--- src/rtl/keypad_if.sv ---
// keypad_if: keypad matrix pins and debounced key outputs.
// The scanner uses the master modport; the keypad side uses the slave modport.
interface keypad_if;
    logic [3:0] col_in;
    logic [3:0] row_out;
    logic [3:0] key_code;
    logic       key_valid;
    logic       key_held;
    modport master (input col_in, output row_out, key_code, key_valid, key_held);
    modport slave (output col_in, input row_out, key_code, key_valid, key_held);
endinterface

--- src/rtl/keypad_scan.sv ---
// keypad_scan: 4x4 active-low keypad scanner with press and release debounce.
// Emits one key_valid pulse per accepted press; a held key never auto-repeats.
module keypad_scan #(
    parameter int DEBOUNCE_CYCLES = 20,
    parameter int ROW_HOLD        = 4
) (
    input logic      clk,
    input logic      rst,
    keypad_if.master kp
);
    localparam int CW = $clog2(DEBOUNCE_CYCLES + 1);
    localparam int HW = $clog2(ROW_HOLD + 1);
    typedef enum logic [1:0] {SCAN, DEBOUNCE, PRESSED, RELEASE_DB} state_t;
    state_t        state_q, state_d;
    logic [3:0]    c1_q, cs_q;
    logic [3:0]    row_out_q, row_out_d, key_code_q, key_code_d;
    logic [1:0]    row_idx_q, row_idx_d, cand_row_q, cand_row_d, cand_col_q, cand_col_d, low_col;
    logic [HW-1:0] hold_q, hold_d;
    logic [CW-1:0] cnt_q, cnt_d, cnt_inc;
    logic          key_valid_q, key_valid_d, key_held_q, key_held_d;

    assign low_col = !cs_q[0] ? 2'd0 : !cs_q[1] ? 2'd1 : !cs_q[2] ? 2'd2 : 2'd3;
    assign cnt_inc = (cnt_q == CW'(DEBOUNCE_CYCLES)) ? cnt_q : cnt_q + CW'(1);

    always_comb begin
        state_d     = state_q;
        row_idx_d   = row_idx_q;
        hold_d      = hold_q;
        cnt_d       = cnt_q;
        cand_row_d  = cand_row_q;
        cand_col_d  = cand_col_q;
        key_code_d  = key_code_q;
        key_valid_d = 1'b0;
        key_held_d  = key_held_q;
        case (state_q)
            SCAN: begin
                if (hold_q != HW'(ROW_HOLD)) begin
                    hold_d = hold_q + HW'(1);
                end else if (cs_q != 4'hF) begin
                    state_d    = DEBOUNCE;
                    cand_row_d = row_idx_q;
                    cand_col_d = low_col;
                    cnt_d      = CW'(1);
                end else begin
                    row_idx_d = row_idx_q + 2'd1;
                    hold_d    = HW'(1);
                end
            end
            DEBOUNCE: begin
                if (cs_q[cand_col_q]) begin
                    state_d   = SCAN;
                    row_idx_d = row_idx_q + 2'd1;
                    hold_d    = HW'(1);
                end else if (cnt_inc == CW'(DEBOUNCE_CYCLES)) begin
                    state_d     = PRESSED;
                    key_code_d  = {cand_row_q, cand_col_q};
                    key_valid_d = 1'b1;
                    key_held_d  = 1'b1;
                end else begin
                    cnt_d = cnt_inc;
                end
            end
            PRESSED: begin
                if (cs_q == 4'hF) begin
                    state_d = RELEASE_DB;
                    cnt_d   = CW'(1);
                end
            end
            RELEASE_DB: begin
                // any low column while releasing is contact bounce, not a new press
                if (cs_q != 4'hF) begin
                    state_d = PRESSED;
                end else if (cnt_inc == CW'(DEBOUNCE_CYCLES)) begin
                    state_d    = SCAN;
                    key_held_d = 1'b0;
                    row_idx_d  = row_idx_q + 2'd1;
                    hold_d     = HW'(1);
                end else begin
                    cnt_d = cnt_inc;
                end
            end
            default: state_d = SCAN;
        endcase
        row_out_d = (state_d == SCAN) ? ~(4'b0001 << row_idx_d) : row_out_q;
    end

    always_ff @(posedge clk or posedge rst) begin
        if (rst) begin
            state_q     <= SCAN;
            c1_q        <= 4'hF;
            cs_q        <= 4'hF;
            row_out_q   <= 4'hF;
            row_idx_q   <= 2'd0;
            hold_q      <= '0;
            cnt_q       <= '0;
            cand_row_q  <= 2'd0;
            cand_col_q  <= 2'd0;
            key_code_q  <= 4'd0;
            key_valid_q <= 1'b0;
            key_held_q  <= 1'b0;
        end else begin
            state_q     <= state_d;
            c1_q        <= kp.col_in;
            cs_q        <= c1_q;
            row_out_q   <= row_out_d;
            row_idx_q   <= row_idx_d;
            hold_q      <= hold_d;
            cnt_q       <= cnt_d;
            cand_row_q  <= cand_row_d;
            cand_col_q  <= cand_col_d;
            key_code_q  <= key_code_d;
            key_valid_q <= key_valid_d;
            key_held_q  <= key_held_d;
        end
    end

    assign kp.row_out   = row_out_q;
    assign kp.key_code  = key_code_q;
    assign kp.key_valid = key_valid_q;
    assign kp.key_held  = key_held_q;
endmodule

--- src/flat_wrapper.sv ---
// flat-port wrapper written by rule: the top's interface ports become plain ports
module keypad_scan_flat 
#(
    parameter int DEBOUNCE_CYCLES = 20,
    parameter int ROW_HOLD        = 4
)
  (clk, rst, kp_col_in, kp_row_out, kp_key_code, kp_key_valid, kp_key_held);
  keypad_if kp_i ();
  input logic clk;
  input logic rst;
  input wire logic [$bits(kp_i.col_in)-1:0] kp_col_in;
  output wire logic [$bits(kp_i.row_out)-1:0] kp_row_out;
  output wire logic [$bits(kp_i.key_code)-1:0] kp_key_code;
  output wire logic [$bits(kp_i.key_valid)-1:0] kp_key_valid;
  output wire logic [$bits(kp_i.key_held)-1:0] kp_key_held;
  assign kp_i.col_in = kp_col_in;
  assign kp_row_out = kp_i.row_out;
  assign kp_key_code = kp_i.key_code;
  assign kp_key_valid = kp_i.key_valid;
  assign kp_key_held = kp_i.key_held;
  keypad_scan #(.DEBOUNCE_CYCLES(DEBOUNCE_CYCLES), .ROW_HOLD(ROW_HOLD)) u_core (.clk(clk), .rst(rst), .kp(kp_i));
endmodule
--- config.mk ---
export PLATFORM = sky130hd
export DESIGN_NAME = keypad_scan_flat
export DESIGN_NICKNAME = d
export VERILOG_FILES = /design/src/rtl/keypad_if.sv /design/src/rtl/keypad_scan.sv /design/src/flat_wrapper.sv
export SDC_FILE = /design/constraint.sdc
export NUM_CORES = 1
export LEC_CHECK = 0
export ABC_AREA = 1
export BUFFER_PORTS_ARGS = -buffer_cell sky130_fd_sc_hd__buf_2
export CAP_MARGIN = 40
export CORE_MARGIN = 10
export CORE_UTILIZATION = 40
export DETAILED_ROUTE_END_ITERATION = 6
export GPL_TIMING_DRIVEN = 0
export SKIP_CTS_REPAIR_TIMING = 1
export SLEW_MARGIN = 5
export SYNTH_ARGS = -nofsm -noshare
export SYNTH_HDL_FRONTEND = slang
export SYNTH_SLANG_ARGS = --single-unit
--- constraint.sdc ---
create_clock -name clk -period 2.2 [get_ports clk]
set_input_delay 0 -clock clk [delete_from_list [all_inputs] [get_ports clk]]
set_output_delay 0 -clock clk [all_outputs]
set_load 0.005 [all_outputs]
==> summary.md, run 1 <==
| Metric | Value |
|---|---|
| Mapped Cells | 212 |
| Remaining antenna violation count after routing | 0 |
| VDD IR max | 0.757 mV |
| Die Span Y | 86.3 microns |
| Peak Freq | 502 MHz |
| Unique cell type count in the Yosys netlist | 23 |
| Simple-Gate Fraction of Synth Area | 30.7% |
| Leakage | 1.10 nW |
| DR vias/cell | 4.71 |
| Worst-margin pin slew | 0.573 ns |
| Max-cap viol count | 0 |
| Slowest CP cell | dfstp_2 |
| Final core utilization | 48.7% |
| Final min period | 1.99 ns |
| H-Tree Depth | 2 |
| Area growth, synth to finish | 19.1% |
| Final setup fails | 0 |
| Comb power frac | 41.9% |
| Core ar. | 0.00429 sq mm |
| CP endpoint kind | flip-flop |
| Worst-case clock buffer depth | 2 |
| Starting Density | 40.9% |
| Grt ovf | 0 |
| Cell chain of the critical path | nand2_1, nor2_2, inv_1, nor2_1, a21oi_1, a21oi_1, nand2_2, inv_2, nand2_2, a21oi_1, a21oi_1 |
| Row cnt | 24 |
| Nets | 251 |
| Syn nets | 222 |
| Commonest non-fill, non-tap cell in the layout | nand2_1 |
| Largest family of logic cells by synthesized area | simple AND/OR/NAND/NOR gates |
| Global-route wire length before repair | 5840 microns |
| Die W | 86.3 microns |
| RSZ-0062 raised after global routing | no |
| Mapped Avg Cell Area | 8.29 sq um |
| Boundary pin count | 16 |
| Worst r2r src | u_core.cs_q[1]$_DFF_PP1_ |
| Post-synthesis compound-gate area fraction | 7.62% |
| DRC | 0 |
| Vias in the first global route | 1342 |
| Initial DRC count | 77 |
| Wire per inst | 11.4 microns |
| Share of post-route cells with drive strength above 1 | 25.2% |
| CP max stage delay | 0.54 ns |
| Clock Skews | 0.00663 ns |
| Fin. max-slew vios | 0 |
| PortBufs | 15 |
| PnR worst setup slack | 0.208 ns |
| Multiplexer share of the synthesized area | 0% |
| CP most frequent cell | a21oi_1 |
| Power per cell area | 1180 mW/mm^2 |
| Internal power | 0.00148 W |
| CTS Root Cell | clkbuf_8 |
| Number of diodes | 0 |
| Critical path arrival | 2.16 ns |
| Setup Crit Path Kind | reg -> reg |
| DP Worst Slack | 0.196 ns |
| Clk_lat worst skew | 0.28 ns |
| Crit Path Max Fanout | 7 |
| Final-report hold violation count | 0 |
| Tcrit/Tclk final | 90.6% |
| NetSw | 0.000995 W |
| Clock network power share | 21.5% |
| Largest net degree at the start of global routing | 23 |
| Crit path from | u_core.cs_q[1]$_DFF_PP1_ |
| Startpoint Class | flip-flop |
| Worst min path class | in -> async |
| FF+latch count, synth | 34 |
| Final cell count without fillers | 294 |
| Initial antenna violation count | 0 |
| Synth warn | 0 |
| CTS clk-pin slew, worst paths | 0.07 ns |
| CP bufs+invs | 2 |
| Register share of total power | 36.6% |
| Critical Path RT | 2.37 ns |
| Slew headroom | 61.8% |
| Synth Area in Adders | 2.85% |
| Routed WL | 3360 microns |
| CTS Buf Count | 5 |
| Delay-heaviest family, CP | simple AND/OR/NAND/NOR gates |
| Placed Cells incl. Taps | 280 |
| CTS tree | yes |
| Clock sink count | 34 |
| Switch share | 40.2% |
| Mapped cell area | 0.00176 sq mm |
| Routed vias | 1384 |
| Die ar. | 0.00744 sq mm |
| Global Route Usage Sum | 9.48% |
| Pre-antenna DRT Iters | 4 |
| Commonest non-fill, non-tap cells in the layout | nand2_1, inv_1, dfrtp_1 |
| HPWL Detailed | 2520 microns |
| Status | completed |
| Synth Area in XOR/XNOR | 1.50% |
| TNS Setup | 0 ns |
| Gpl congestion | 0.874 |
| Register area share after synthesis | 49.3% |
| Total power draw | 0.00247 W |
==> synth_stat cells <==
master | instances | area (sq um)
nand2_1 | 62 | 233
inv_1 | 30 | 113
dfrtp_1 | 22 | 551
nor2_1 | 14 | 52.6
nand3_1 | 13 | 65.1
dfstp_2 | 12 | 315
o21ai_0 | 11 | 55.1
nand4_1 | 8 | 50.1
a21oi_1 | 5 | 25.0
nand2_2 | 5 | 31.3
nand3_2 | 5 | 50.1
ha_1 | 4 | 50.1
inv_2 | 4 | 15.0
nor2_4 | 3 | 33.8
o22ai_1 | 3 | 18.8
nor2_2 | 2 | 12.5
o21ai_1 | 2 | 10.0
xor2_1 | 2 | 17.5
a21oi_4 | 1 | 16.3
clkbuf_8 | 1 | 13.8
nand2_4 | 1 | 11.3
o21ai_2 | 1 | 8.76
xnor2_1 | 1 | 8.76
==> flip-flops by register name, indices dropped and copies added (netlist names), 3 cells and up <==
name and flops:
u_core.kp.row_out 4, u_core.kp.key_code 4, u_core.cnt_q 5, u_core.hold_q 3, u_core.cs_q 4, u_core.c1_q 4
==> cells by family (layout without fill, tap and decap cells) <==
| logic type | Yosys count | count (layout) |
|---|---|---|
| and+or+nand+nor | 113 | 114 |
| buffers and inverters | 35 | 64 |
| DFF | 34 | 34 |
| AOI/OAI and AO/OA | 23 | 23 |
| adders and majority gates | 4 | 4 |
| xor gates and xnor gates | 3 | 3 |
==> area by class of cell <==
cell class / instances / area, sq um
fill: 406 / 2200
sequential: 34 / 867
multi-input combinational: 144 / 756
timing repair buffer: 21 / 153
inverter: 34 / 128
clock buffer: 8 / 110
tap: 52 / 65.1
buffer: 1 / 13.8
==> through the flow <==
stage	hold WS [ns]	instance area, sq um
after floorplan	0.00448	1760
after global placement	0.104	1900
after detailed placement	0.0859	1920
after CTS	-0.221	2030
after global routing	0.358	2090
final	0.310	2090
==> worst paths after layout <==
| check | to | slack, ns | cells after the start |
|---|---|---|---|
| worst max-delay path | u_core.cnt_q[0]$_DFFE_PP0P_ | 0.21 | 11 |
| worst min-delay path | u_core.cnt_q[1]$_DFFE_PP0P_ | 0.31 | 3 |
| worst max register to register | u_core.cnt_q[0]$_DFFE_PP0P_ | 0.21 | 11 |
| worst min register to register | u_core.cs_q[0]$_DFF_PP1_ | 0.36 | 0 |
| max in group asynchronous | u_core.cs_q[0]$_DFF_PP1_ | 1.31 | 4 |
| min in group clk | u_core.cs_q[0]$_DFF_PP1_ | 0.36 | 0 |
==> layer usage <==
| metal | wire [microns] | part of all wire (%) | up-vias | GRT usage (%) |
|---|---|---|---|---|
| li1 | - | - | 731 | - |
| met1 | 1700 | 51 | 625 | 12.2 |
| met2 | 1460 | 43 | 21 | 14.3 |
| met3 | 142 | 4.2 | 7 | 3.00 |
| met4 | 61 | 1.8 | 0 | 3.98 |
| met5 | 0 | 0 | - | 0 |
==> power by group through the flow <==
stage	combinational (W)	sequential, W	clock, W
global route	0.00122	0.000929	0.000568
finish	0.00104	0.000907	0.000531
detailed placement	0.00102	0.000917	0
global placement	0.00101	0.000913	0
floorplan	0.000807	0.000898	0
CTS	0.00103	0.000906	0.000540
==> tightest hold or removal path: stages <==
cell and delay, ns:
dlygate4sd3_1 0.53, buf_2 0.11, inv_1 0.42
(Power assumes the default switching activity.)
==> inputs of run 2 (changes only) <==
--- a/config.mk
+++ b/config.mk
@@ -5,7 +5,6 @@
 export SDC_FILE = /design/constraint.sdc
 export NUM_CORES = 1
 export LEC_CHECK = 0
-export ABC_AREA = 1
 export BUFFER_PORTS_ARGS = -buffer_cell sky130_fd_sc_hd__buf_2
 export CAP_MARGIN = 40
 export CORE_MARGIN = 10
==> summary.md, run 2 <==
| Metric | Value |
|---|---|
| Core ar. | 0.00403 sq mm (-6.2%) |
| CTS clk-pin slew, worst paths | 0.07 ns (about the same) |
| Power per cell area | 1080 mW/mm^2 (-8.9%) |
| Wire per inst | 14.1 microns (+23%) |
| Status | complete, but fails checks |
| Clock sink count | 34 (unchanged) |
| Slew headroom | 54.6% (-7.2 points) |
| RSZ-0062 raised after global routing | yes |
| H-Tree Depth | 2 (unchanged) |
| Comb power frac | 39.7% (-2.2 points) |
| Main synth FF type | dfrtp_1 |
| DP Worst Slack | -0.311 ns (-0.507 ns) |
| Die Span Y | 84.9 microns (-1.6%) |
| Register area share after synthesis | 51.4% (+2.2 points) |
| CTS tree | yes |
| Boundary pin count | 16 (unchanged) |
| Tcrit/Tclk final | 104% (+14 points) |
| Internal power | 0.00154 W (+4.1%) |
| Remaining antenna violation count after routing | 0 (unchanged) |
| Leakage | 0.989 nW (-10%) |
| Placed Cells incl. Taps | 227 (-19%) |
| Slowest CP cell | dfrtp_2 |
| Switch share | 34.8% (-5.4 points) |
| Max reg flops | 5 (unchanged) |
| Vias in the first global route | 1246 (-7.2%) |
| Routed vias | 1309 (-5.4%) |
| Commonest non-fill, non-tap cells in the layout | dfrtp_1, nand2_1, buf_2 |
| Area leader, netlist | dfrtp_1 |
| Worst min path class | in -> async |
| Startpoint Class | flip-flop |
| Final core utilization | 54.4% (+5.7 points) |
| Register share of total power | 40.3% (+3.7 points) |
| Setup Crit Path Kind | reg -> reg |
| Crit Path Max Fanout | 5 (-2) |
| Critical path arrival | 2.51 ns (+0.35 ns) |
| Syn nets | 171 (-23%) |
| Global Route Usage Sum | 9.69% (+0.21 points) |
| PortBufs | 15 (unchanged) |
| Area growth, synth to finish | 30.3% |
| Fraction of registers with async set/reset | 100% (unchanged) |
| Top post-synthesis cells by area | dfrtp_1, dfstp_2, o21ai_0 |
| Biggest register | u_core.cnt_q |
| Final cell count without fillers | 253 (-14%) |
| Gpl congestion | 0.817 (-6.5%) |
| VDD IR max | 0.699 mV (-7.7%) |
| Worst-case clock buffer depth | 2 (unchanged) |
| Die ar. | 0.00720 sq mm (-3.2%) |
| DRC | 0 (unchanged) |
| Fin. max-slew vios | 0 (unchanged) |
| Clock Skews | 0.00400 ns (-0.00263 ns) |
| DR vias/cell | 5.17 (+9.9%) |
| Initial DRC count | 84 (+9.1%) |
| Number of diodes | 0 (unchanged) |
| Pre-antenna DRT Iters | 4 (unchanged) |
| Number of synthesized flops with an enable pin | 0 (unchanged) |
| PnR worst setup slack | -0.0966 ns (-0.304 ns) |
| Routed WL | 3570 microns (+6.1%) |
| Row cnt | 23 (-4.2%) |
| HPWL Detailed | 2430 microns (-3.6%) |
| Unique cell type count in the Yosys netlist | 50 (+120%) |
| CP endpoint kind | flip-flop |
| Final min period | 2.30 ns (+0.304 ns) |
| Starting Density | 41.8% (+0.86 points) |
| Failing checks | negative setup slack |
| Clk_lat worst skew | 0.28 ns (about the same) |
| Final-report hold violation count | 0 (unchanged) |
| Critical Path RT | 2.42 ns (+0.05 ns) |
| Final setup fails | 5 (+5) |
| Share of post-route cells with drive strength above 1 | 39.9% (+15 points) |
| Commonest cells in the netlist | dfrtp_1, nand2_1, o21ai_0 |
| Most common cell in the netlist | dfrtp_1 |
| Worst-margin pin slew | 0.672 ns (+0.0994 ns) |
| CTS Buf Count | 5 (unchanged) |
| Cell chain of the critical path | inv_2, ha_4, o21bai_1, a31o_2, a211o_4, o22ai_4, xnor2_2, inv_2, o31a_1 |
| Synth warn | 0 (unchanged) |
| Mapped cell area | 0.00168 sq mm (-4.2%) |
| Top-area cell type share of the netlist area | 32.7% (+1.4 points) |
| CTS Root Cell | clkbuf_8 |
| NetSw | 0.000824 W (-17%) |
| Grt ovf | 0 (unchanged) |
| Clock network power share | 20.0% (-1.5 points) |
| Initial antenna violation count | 0 (unchanged) |
| Max-cap viol count | 0 (unchanged) |
| Die W | 84.9 microns (-1.6%) |
| Commonest non-fill, non-tap cell in the layout | dfrtp_1 |
| CP max stage delay | 0.44 ns (-0.10 ns) |
| Mapped Avg Cell Area | 10.5 sq um (+26%) |
| Largest net degree at the start of global routing | 22 (-4.3%) |
| Global-route wire length before repair | 5750 microns (-1.4%) |
| Mapped Cells | 161 (-24%) |
| Peak Freq | 435 MHz (-13%) |
| CP most frequent cell | inv_2 |
| FF+latch count, synth | 34 (unchanged) |
| Nets | 212 (-16%) |
==> run 2: cell types whose count changed in the layout (fill, tap and decap cells not counted), sizes merged, moves of 4 or more <==
cell	change
inv	-22
nand3	-8
mux2	+6
nor2	-15
nand4	-7
buf	+16
nand2	-50
nand2b	+4
==> run 2: metal layers <==
layer	routed length (microns)	vias up	share of wire [%]	global-route usage, %
met2	1700	26	48	15.0
met3	167	6	4.7	3.82
met5	0	-	0	0
met1	1630	626	46	11.4
met4	72	0	2.0	4.79
li1	-	651	-	-
==> run 2: metrics by stage <==
stage                     cell area (sq um)  power [W]  hold slack [ns]  setup TNS, ns
after floorplan                        1680    0.00145          0.00448       -0.00685
after global placement                 1820    0.00160            0.107          -2.03
after detailed placement               1850    0.00165            0.102          -3.02
after CTS                              1940    0.00214           -0.208          -3.26
after global routing                   2190    0.00255            0.352         -0.790
final                                  2190    0.00236            0.316         -0.185
==> run 2: cell families after synthesis <==
kind of cell | count (synthesis) | synth area share, %
flops | 34 | 51.4
fa+ha+maj | 4 | 2.97
buf+inv | 18 | 4.61
simple gates | 53 | 16.5
compound gates | 42 | 17.3
mux | 8 | 6.17
xor+xnor | 2 | 1.04
==> run 2: power by group through the flow <==
stage               Clock (W)  Combinational (W)  Sequential (W)
global placement            0           0.000655        0.000947
CTS                  0.000489           0.000699        0.000952
detailed placement          0           0.000694        0.000960
floorplan                   0           0.000525        0.000928
finish               0.000473           0.000940        0.000952
global route         0.000522            0.00106        0.000974
==> run 2: final cells by class <==
cell class                 instances  area [sq um]
buffer                             6          35.0
clock buffer                       6          82.6
clock inverter                     2          12.5
fill                             366          1840
inverter                          12          45.0
multi-input combinational        109           838
sequential                        34           867
tap                               50          62.6
timing repair buffer              34           250
==> run 2: worst max-delay path, delay by kind of cell (launching register included) <==
kind                     cells  cell delay (ns)
adder cells (fa/ha/maj)      1             0.19
XOR/XNOR                     1             0.17
AO/OA/AOI/OAI                5             1.27
buffers and inverters        2             0.15
flip-flops                   1             0.44
==> run 2: worst paths after layout <==
path | startpoint | end | slack [ns] | cells past startpoint
hold / removal | rst | u_core.row_idx_q[1]$_DFF_PP0_ | 0.32 | 3
setup reg to reg | u_core.cnt_q[0]$_DFFE_PP0P_ | u_core.kp.row_out[0]$_DFFE_PP1N_ | -0.1 | 9
setup / recovery | u_core.cnt_q[0]$_DFFE_PP0P_ | u_core.kp.row_out[0]$_DFFE_PP1N_ | -0.1 | 9
hold reg to reg | u_core.c1_q[0]$_DFF_PP1_ | u_core.cs_q[0]$_DFF_PP1_ | 0.36 | 0
max in group asynchronous | rst | u_core.cs_q[0]$_DFF_PP1_ | 1.31 | 4
min in group clk | u_core.c1_q[0]$_DFF_PP1_ | u_core.cs_q[0]$_DFF_PP1_ | 0.36 | 0
